File: config.mk
export PLATFORM = sky130hd
export DESIGN_NAME = mult_seq_ctrl
export DESIGN_NICKNAME = d
export VERILOG_FILES = /design/src/rtl/mult_seq_ctrl.sv
export SDC_FILE = /design/constraint.sdc
export NUM_CORES = 1
export LEC_CHECK = 0
export BUFFER_PORTS_ARGS = -buffer_cell sky130_fd_sc_hd__buf_2
export CAP_MARGIN = 20
export CORE_MARGIN = 5
export CORE_UTILIZATION = 46
export CTS_CLUSTER_SIZE = 28
export DETAILED_ROUTE_END_ITERATION = 8
export PLACE_DENSITY = 0.89
export RECOVER_POWER = 25
export SLEW_MARGIN = 5
export SYNTH_ARGS = -nofsm -noshare
export SYNTH_HDL_FRONTEND = slang
export SYNTH_SLANG_ARGS = --single-unit
File: constraint.sdc
create_clock -name clk -period 2.55 [get_ports clk]
set_input_delay 0.1275 -clock clk [delete_from_list [all_inputs] [get_ports clk]]
set_output_delay 0.1275 -clock clk [all_outputs]
set_load 0.02 [all_outputs]
File: src/rtl/mult_seq_ctrl.sv
// Sequencer around a shift-and-add multiplier: valid/ready operand intake, start pulse,
// finish wait with watchdog, optional sign correction, and valid/ready result delivery.
module mult_seq_ctrl #(
  parameter int N       = 32,
  parameter bit SIGNED  = 1'b0,
  parameter int TIMEOUT = 4*N+16
) (
  input  logic           clk,
  input  logic           reset,
  input  logic           in_valid,
  output logic           in_ready,
  input  logic [N-1:0]   in_a,
  input  logic [N-1:0]   in_b,
  output logic           out_valid,
  input  logic           out_ready,
  output logic [2*N-1:0] out_p,
  output logic           out_err,
  output logic           mul_start,
  output logic [N-1:0]   mul_a,
  output logic [N-1:0]   mul_b,
  input  logic [2*N-1:0] mul_o,
  input  logic           mul_finish,
  output logic [15:0]    op_count
);

  // state  | meaning
  // IDLE   | ready for an operand pair
  // LAUNCH | mul_start pulse
  // SETTLE | one cycle, stale mul_finish ignored
  // WAIT   | waiting for mul_finish, watchdog running
  // DONE   | result held until out_ready
  // ERR    | watchdog expired, terminal until reset
  typedef enum logic [2:0] {
    S_IDLE, S_LAUNCH, S_SETTLE, S_WAIT, S_DONE, S_ERR
  } state_t;

  localparam int CW = $clog2(TIMEOUT+1);

  state_t          state, state_nxt;
  logic [CW-1:0]   tmo_cnt;
  logic [CW-1:0]   tmo_nxt;
  logic            neg;
  logic            neg_in;
  logic [N-1:0]    a_mag, b_mag;
  logic            accept, finish_hit, timeout_hit, handshake;

  assign in_ready    = (state == S_IDLE) && !out_err;
  assign accept      = in_ready && in_valid;
  assign tmo_nxt     = tmo_cnt + CW'(1);
  assign finish_hit  = (state == S_WAIT) && mul_finish;
  assign timeout_hit = (state == S_WAIT) && !mul_finish && (tmo_nxt == CW'(TIMEOUT));
  assign handshake   = (state == S_DONE) && out_valid && out_ready;

  // -2^(N-1) negates to itself, which reads correctly as an unsigned magnitude
  always_comb begin
    a_mag  = in_a;
    b_mag  = in_b;
    neg_in = 1'b0;
    if (SIGNED) begin
      a_mag  = in_a[N-1] ? -in_a : in_a;
      b_mag  = in_b[N-1] ? -in_b : in_b;
      neg_in = in_a[N-1] ^ in_b[N-1];
    end
  end

  always_ff @(posedge clk) begin
    if (reset) state <= S_IDLE;
    else       state <= state_nxt;
  end

  always_comb begin
    state_nxt = state;
    case (state)
      S_IDLE:   if (accept) state_nxt = S_LAUNCH;
      S_LAUNCH: state_nxt = S_SETTLE;
      S_SETTLE: state_nxt = S_WAIT;
      S_WAIT: begin
        if (mul_finish)       state_nxt = S_DONE;
        else if (timeout_hit) state_nxt = S_ERR;
      end
      S_DONE:   if (handshake) state_nxt = S_IDLE;
      S_ERR:    state_nxt = S_ERR;
      default:  state_nxt = S_IDLE;
    endcase
  end

  always_ff @(posedge clk) begin
    if (reset) begin
      mul_start <= 1'b0;
      mul_a     <= '0;
      mul_b     <= '0;
      neg       <= 1'b0;
      tmo_cnt   <= '0;
      out_valid <= 1'b0;
      out_p     <= '0;
      out_err   <= 1'b0;
      op_count  <= '0;
    end else begin
      mul_start <= accept;
      if (accept) begin
        mul_a <= a_mag;
        mul_b <= b_mag;
        neg   <= neg_in;
      end
      if (state == S_SETTLE)    tmo_cnt <= '0;
      else if (state == S_WAIT) tmo_cnt <= tmo_nxt;
      if (finish_hit) begin
        out_p     <= neg ? -mul_o : mul_o;
        out_valid <= 1'b1;
      end
      if (handshake) begin
        out_valid <= 1'b0;
        op_count  <= op_count + 16'd1;
      end
      if (timeout_hit) out_err <= 1'b1;
    end
  end

endmodule

==> flow_summary.toml, run 1 <==
[cts]
cts_resized = 0
clockBufferDepth = 2
cts.sinks = 158
root_buffer = "clkbuf_16"
clk_pin_slew_worst_paths_ns = 0.06
cts_setup_buffers = 0
cts_tree = "done"
cts_max_level = 4
cts_hold_buffers = 128
clk_latency_ns = 0.42
cts_buffers = 17

[global_routing]
track_usage_pct = 28.5
grt_max_degree = 66
grt_overflow = 0
grt_pass1_vias = 6750
antenna_found_initial = 1
grt_pass1_wl_mm = 33.8

[worst_setup_path]
path_buf_inv = 0
crit_arrival_ns = 2.42
end_kind = "register"
reg2reg_depth = 4
crit_slowest_cell = "or3_1"
critical_path_depth = 4
r2r_end = "op_count[12]"
critPathKind = "reg2reg"
crit_family = "simple AND/OR/NAND/NOR gates"
crit_chain = "nand3_1, or3_1, or4_1, a21oi_1"
r2r_slack_ns = 0.48
start_kind = "register"
crit_required_ns = 2.90
crit_path_max_fanout = 10
cpPeakStageDelay_ns = 0.53
timing.rr.start = "state[2]"

[worst_hold_path]
hp-class = "in2reg"
holdPathStages = 3
hold_start = "in_valid"
min_to = "state[0]"

[cells_and_area]
nFillCells = 890
drive_gt1_share_pct = 21.9
area_delta_synth_final_pct = 56.2
fin_cells = 1303
fin_util_pct = 72.6
register_area_sq_mm = 0.00316
multiInputGateArea_sq_mm = 0.00241
mostFrequentLayoutCells = "267 x nand2_1, 203 x buf_2, 158 x dfxtp_1, 139 x a21oi_1, 128 x dlygate4sd3_1"
final_common_cell = "nand2_1"
layout.nets = 1252

[timing]
tightestPinTransition_ns = 0.671
fmax_mhz = 484
hold_viol_final = 0
setup_viol = 0
fin_crit_ns = 2.07
fin_skew_ns = 0.00558
rsz0062_at_grt = "false"
worst_hold_slack_ns = 0.0444
fin_crit_sh_pct = 81.1
drv_slew = 0
max_slew_margin_pct = 55.3
timing.setup.tns_ns = 0

[floorplan]
die_x_microns = 122
io_pins = 281
design.die.area_sq_mm = 0.0150
initial_core_util_pct = 46.5
core_sq_mm = 0.0125
num_rows = 41
die_h_microns = 122

[placed_design]
gp_congestion = 0.765
dp.cells = 1142
hpwl_mm = 11.9
portBuffers = 280

[drt]
dr.pass1.iters = 6
drt_iter0_markers = 583
ant_nets = 0
drc = 0
via_count = 6723
routed_wl_mm = 21.8
routedWlPerCell_microns = 16.7
viasPerCell = 5.16

[synth]
synth_seq_cells = 158
ys_seq_area_share_pct = 54.4
synth-edff-count = 0
yosysUniqueCellTypes = 37
synth_area_sq_mm = 0.00582
synth_fp_nets = 868
syn_inst = 733
async_flop_share_pct = 0
synthFlopType = "dfxtp_1"
syn_avg_cell_area_sq_um = 7.94
yosys_warnings = 0

[status]
status = "completed"

[pwr]
finalPower_mw = 6.04
vdd_ir_drop_max_v = 0.000449
powerDensity_mw_per_mm2 = 665
cellLeakagePower_nw = 3.69

[job]
max_cap_violations = 0
[worst max-delay path by stage]
stage | slack (ns) | from | endpoint
after global routing | 0.33 | state[2] | op_count[14]
after global placement | 0.63 | state[2] | op_count[12]
after CTS | 0.54 | state[2] | op_count[12]
after detailed placement | 0.56 | state[2] | op_count[12]
after floorplan | 0.38 | state[2] | mul_a[26]
final | 0.48 | state[2] | op_count[12]
[cell families (layout without fill, tap and decap cells)]
group                      count (synthesis)  in the layout  share of synthesized area, %
xor gates and xnor gates                  14             14                          2.11
and+or+nand+nor                          343            343                          24.6
adders and majority gates                  2              2                         0.430
buffers and inverters                     58            455                          4.32
DFF                                      158            158                          54.4
AOI/OAI and AO/OA                        158            158                          14.2
other                                      0              1                             0
[flip-flops by register name, summed over array words and instances, names as in the netlist]
| signal | flops |
|---|---|
| mul_a | 32 |
| mul_b | 32 |
| op_count | 16 |
| tmo_cnt | 8 |
| state | 3 |
| out_valid | 1 |
| out_p | 64 |
| out_err | 1 |
| mul_start | 1 |
[through the flow]
step | area (sq um) | setup slack (ns)
after CTS | 9180 | 0.537
after detailed placement | 7320 | 0.558
after global placement | 7320 | 0.625
after floorplan | 5820 | 0.381
after global routing | 9090 | 0.331
final | 9090 | 0.483
[worst register-to-register path: stages, from the launching register on]
cell and delay [ns]:
dfxtp_1 0.49, nand3_1 0.33, or3_1 0.53, or4_1 0.50, a21oi_1 0.15
[cell usage after synthesis, types with 7 or more instances]
library cell | count | area share, %
a21oi_1 | 139 | 12
buf_2 | 8 | 0.69
clkbuf_1 | 35 | 2.3
dfxtp_1 | 158 | 54
nand2_1 | 269 | 17
nand3_1 | 8 | 0.69
nand4_1 | 8 | 0.86
nor2_1 | 21 | 1.4
o21ai_0 | 7 | 0.60
or3_1 | 7 | 0.75
xnor2_1 | 9 | 1.4
[area by class of cell]
cell class,count,area share (%)
Antenna cell,1,0.0275
Clock buffer,23,5.15
Clock inverter,9,1.21
Inverter,6,0.248
Multi-Input combinational cell,517,26.5
Sequential cell,158,34.8
Tap cell,172,2.37
Timing Repair Buffer,417,29.7
[where the power goes]
group	internal [mW]	switching [mW]	leakage (nW)
Sequential	2.58	0.0727	1.28
Clock	1.49	0.993	0.274
Combinational	0.369	0.529	2.14
Total	4.45	1.59	3.69
[per-layer routing]
metal	part of all wire (%)	vias up	track usage (%)
met5	0	-	0
met3	10	89	9.54
met2	49	375	49.4
li1	-	3194	-
met1	36	3065	30.5
met4	4.6	0	16.0
No activity file was read; power rests on OpenSTA's default activity.
==> run 2, diff against run 1 <==
Clock period 2.55 ns to 2.1 ns, I/O delays scaled along.
==> run 2 against run 1 <==
  * Count of clock-buffer cells in the layout shrank 5
  * Sequential power grew 21%
  * Flip-flop and latch count is the same
  * Global-route usage grew 0.56 points
  * Total power grew 23%
  * Wire length grew 2.2%
  * Design area grew 0.94%
  * Critical endpoint is now op_count[14]
  * Fmax grew 9.2%
  * Core utilization grew 0.68 points
  * Register-to-register slack lost 0.28 ns
  * Critical path depth is the same
  * Sequential share of layout area shrank 0.32 points
==> flow_summary.toml, run 2 (synthesized netlist as in run 1, its figures left out) <==
[pwr]
vdd_ir_drop_max_v = 0.000525
cellLeakagePower_nw = 3.74
powerDensity_mw_per_mm2 = 811

[timing]
drv_slew = 0
max_slew_margin_pct = 53.3
setup_viol = 0
timing.setup.tns_ns = 0
tightestPinTransition_ns = 0.701
fin_crit_ns = 1.89
worst_hold_slack_ns = 0.0246
fin_crit_sh_pct = 90.1
fmax_mhz = 528
setup_slack_ns = 0.207
hold_viol_final = 0
fin_skew_ns = 0.0130
rsz0062_at_grt = "false"

[drt]
viasPerCell = 5.25
ant_nets = 0
drt_iter0_markers = 601
via_count = 6870
dr.pass1.iters = 5
drc = 0
routedWlPerCell_microns = 17.0
routed_wl_mm = 22.3

[worst_setup_path]
crit_slowest_cell = "or4_1"
start_kind = "register"
crit_path_max_fanout = 10
crit_required_ns = 2.44
end_kind = "register"
critPathKind = "reg2reg"
critPathLaunch = "state[1]"
crit_arrival_ns = 2.23
cpPeakStageDelay_ns = 0.50
timing.rr.start = "state[1]"
crit_chain = "or2_1, or3_1, or4_1, a21oi_1"

[cts]
cts_buffers = 17
cts_tree = "done"
cts_max_level = 4
clk_latency_ns = 0.42
root_buffer = "clkbuf_16"
clk_pin_slew_worst_paths_ns = 0.07
cts.sinks = 158
cts_resized = 0
clockBufferDepth = 2

[global_routing]
grt_max_degree = 97
gr-usage-met1_pct = 31.2
grt.met2_usage_pct = 49.2
antenna_found_initial = 1
met3_usage_pct = 10.9
grt_busiest_layer = "met2"
track_usage_pct = 29.1
grt_overflow = 0
grt_pass1_vias = 6936
grt_pass1_wl_mm = 34.6

[floorplan]
io_pins = 281
core_sq_mm = 0.0125
die_h_microns = 122
num_rows = 41
design.die.area_sq_mm = 0.0150
die_x_microns = 122
initial_core_util_pct = 46.5

[cells_and_area]
final_common_cell = "nand2_1"
layout.nets = 1258
nFillCells = 871
largest_reg_flops = 64
mostFrequentLayoutCells = "267 x nand2_1, 203 x buf_2, 158 x dfxtp_1, 139 x a21oi_1, 129 x dlygate4sd3_1"
area_delta_synth_final_pct = 57.7
top_regs = "out_p: 64 flops, mul_a: 32 flops, mul_b: 32 flops"
drive_gt1_share_pct = 22.6
regMostFlops = "out_p"

[placed_design]
hpwl_mm = 11.8
gp_congestion = 0.805
portBuffers = 280
dp_worst_setup_slack_ns = 0.250

[worst_hold_path]
hold_start = "mul_finish"
hp-class = "in2reg"

[job]
max_cap_violations = 0

[status]
status = "completed"
-- run 2: timing repair --
action / CTS / global route
setup buffers: 0 / 2
endpoints found under the setup margin: 0 / 4
hold endpoints to repair: 129 / 0
hold buffers: 129 / 0
-- run 2: final timing paths --
path / to / slack [ns] / cells past startpoint
setup reg to reg: op_count[14] / 0.21 / 4
hold reg to reg: mul_a[7] / 0.45 / 2
setup / recovery: op_count[14] / 0.21 / 4
hold / removal: state[2] / 0.02 / 3
-- run 2: stage by stage --
stage	cell area, sq um	std cells	util [%]	power, mW
4_1_cts	9250	1306	73.9	7.42
2_1_floorplan	5820	733	-	3.80
6_report	9170	1309	73.3	7.43
3_3_place_gp	7360	1145	58.8	4.14
5_1_grt	9170	1309	73.3	7.70
3_5_place_dp	7360	1145	58.8	4.16
-- run 2: report_power, final --
part           switching [mW]  internal, mW  leakage [nW]
Combinational           0.661         0.456          2.17
Clock                    1.29          1.81         0.283
Sequential             0.0835          3.14          1.28
Total                    2.04          5.40          3.74
-- run 2: worst max-delay path: cells and delay by family (launching register included) --
family | cells | cell delay [ns]
compound gates | 1 | 0.15
simple gates | 3 | 1.28
flops | 1 | 0.40
-- run 2: area by class of cell --
type	count	area [sq um]	area share [%]
flip-flops and latches	158	3160	34.5
repair buffers	423	2760	30.0
multi-input cells	517	2420	26.3
clock buffers	18	439	4.79
well taps	172	215	2.35
clock inverters	14	158	1.72
inverters	6	22.5	0.246
diodes	1	2.50	0.0273
-- run 2: routing by layer --
layer / vias to the layer above / wire length [microns]
met3: 98 / 2400
met4: 0 / 1160
met1: 3143 / 7950
met2: 433 / 10800
met5: - / 0
li1: 3196 / -
==> run 3, diff against run 2 <==
Settings changed: CORE_ASPECT_RATIO from default to 1.1.
==> run 3 against run 2 <==
  * Sequential share of layout area is 0.25 points higher
  * Die area hardly changed
  * Fmax is 1.9% lower
  * Clock power hardly changed
  * Non-clock buffer count is 2 lower
  * Via count is 0.58% higher
  * Final cell count is 1.5% lower
  * Critical endpoint is now mul_a[14]
==> flow_summary.toml, run 3 (synthesized netlist as in run 1, its figures left out) <==
[drt]
viasPerCell = 5.36
drt_iter0_markers = 668
drc = 0
routedWlPerCell_microns = 17.0
routed_wl_mm = 22.0
via_count = 6910
dr.pass1.iters = 7
ant_nets = 0

[timing]
fin_crit_sh_pct = 91.9
tightestPinTransition_ns = 0.504
max_slew_margin_pct = 66.4
fmax_mhz = 518
drv_slew = 0
rsz0062_at_grt = "false"
hold_viol_final = 0
timing.setup.tns_ns = 0
setup_viol = 0
fin_crit_ns = 1.93
fin_skew_ns = 0.00532

[pwr]
vdd_ir_drop_max_v = 0.000683
cellLeakagePower_nw = 3.73
finalPower_mw = 7.42
powerDensity_mw_per_mm2 = 815

[cts]
cts_buffers = 17
cts_resized = 0
clk_pin_slew_worst_paths_ns = 0.06
clk_latency_ns = 0.42
cts_max_level = 4
clockBufferDepth = 2
root_buffer = "clkbuf_16"
cts_tree = "done"
cts_setup_buffers = 0
cts.sinks = 158

[global_routing]
grt_pass1_wl_mm = 33.6
antenna_found_initial = 0
grt_max_degree = 77
grt_pass1_vias = 6848
grt_overflow = 0
track_usage_pct = 28.6

[worst_hold_path]
hp-class = "in2reg"

[worst_setup_path]
crit_chain = "buf_4, nor4_2, and2_2, buf_12, nand2_1, a21oi_1"
crit_arrival_ns = 2.26
end_kind = "register"
cpPeakStageDelay_ns = 0.42
critPathKind = "reg2reg"
crit_slowest_cell = "and2_2"
crit_path_max_fanout = 51
crit_required_ns = 2.43
start_kind = "register"

[job]
max_cap_violations = 0

[floorplan]
num_rows = 43
design.die.area_sq_mm = 0.0150
core_sq_mm = 0.0125
die_x_microns = 117
io_pins = 281
die_h_microns = 128
initial_core_util_pct = 46.6

[cells_and_area]
final_common_cell = "nand2_1"
drive_gt1_share_pct = 22.0
top_regs = "out_p: 64 flops, mul_a: 32 flops, mul_b: 32 flops"
mostFrequentLayoutCells = "267 x nand2_1, 203 x buf_2, 158 x dfxtp_1, 139 x a21oi_1, 129 x dlygate4sd3_1"
nFillCells = 865
fin_cells = 1289
regMostFlops = "out_p"
design_area_sq_mm = 0.00911
layout.nets = 1256
multiInputGateArea_sq_mm = 0.00242
area_delta_synth_final_pct = 56.5
antenna_cells = 0
largest_reg_flops = 64
register_area_sq_mm = 0.00316

[placed_design]
hpwl_mm = 11.6
place_area_sq_mm = 0.00733
portBuffers = 280
dp.cells = 1130
gp_congestion = 0.837

[status]
status = "completed"
[run 3: changes by cell type in the layout (fill, tap and decap cells not counted), sizes merged]
cell,change
clkbuf,+5
inv,-5
clkinvlp,-3
buf,-2
bufinv,+1
diode,-1
[run 3: path summary, 6_finish.rpt]
kind | startpoint | endpoint | slack (ns) | cells after the start
setup / recovery | state[1] | mul_a[14] | 0.17 | 6
hold / removal | in_valid | state[0] | 0.06 | 3
setup reg to reg | state[1] | mul_a[14] | 0.17 | 6
hold reg to reg | mul_a[28] | mul_a[28] | 0.45 | 2
[run 3: routing by layer]
| layer | wire length, microns | up-vias | GRT usage [%] |
|---|---|---|---|
| li1 | - | 3192 | - |
| met1 | 7570 | 3133 | 29.7 |
| met2 | 10500 | 455 | 47.4 |
| met3 | 2490 | 130 | 10.7 |
| met4 | 1390 | 0 | 18.7 |
| met5 | 0 | - | 0 |
[run 3: area by class of cell]
cell class / instances / share of cell area [%]
sequential: 158 / 34.7
timing repair buffer: 421 / 30.0
multi-input combinational: 517 / 26.5
clock buffer: 23 / 5.14
tap: 157 / 2.16
clock inverter: 7 / 1.24
inverter: 6 / 0.247
[run 3: through the flow]
stage | worst slack [ns] | hold WS (ns) | utilization [%]
2_1_floorplan | 0.179 | 0.224 | -
3_3_place_gp | 0.317 | 0.344 | 58.7
3_5_place_dp | 0.231 | 0.350 | 58.7
4_1_cts | 0.209 | 0.0251 | 73.7
5_1_grt | 0.0198 | 0.0486 | 73.0
6_report | 0.170 | 0.0565 | 73.0
[run 3: power breakdown]
| group | internal [mW] | total [mW] | switching, mW |
|---|---|---|---|
| Clock | 1.91 | 3.07 | 1.16 |
| Combinational | 0.460 | 1.13 | 0.665 |
| Sequential | 3.14 | 3.22 | 0.0816 |
[run 3: timing repair]
item,CTS,global route
hold buffers,129,0
hold endpoints to repair,129,0
endpoints found under the setup margin,0,0
[run 3: worst max-delay path, delay by kind of cell, from the launching register on]
kind,cells,cell delay [ns]
simple gates,3,0.88
buf+inv,2,0.43
flops,1,0.30
compound gates,1,0.20
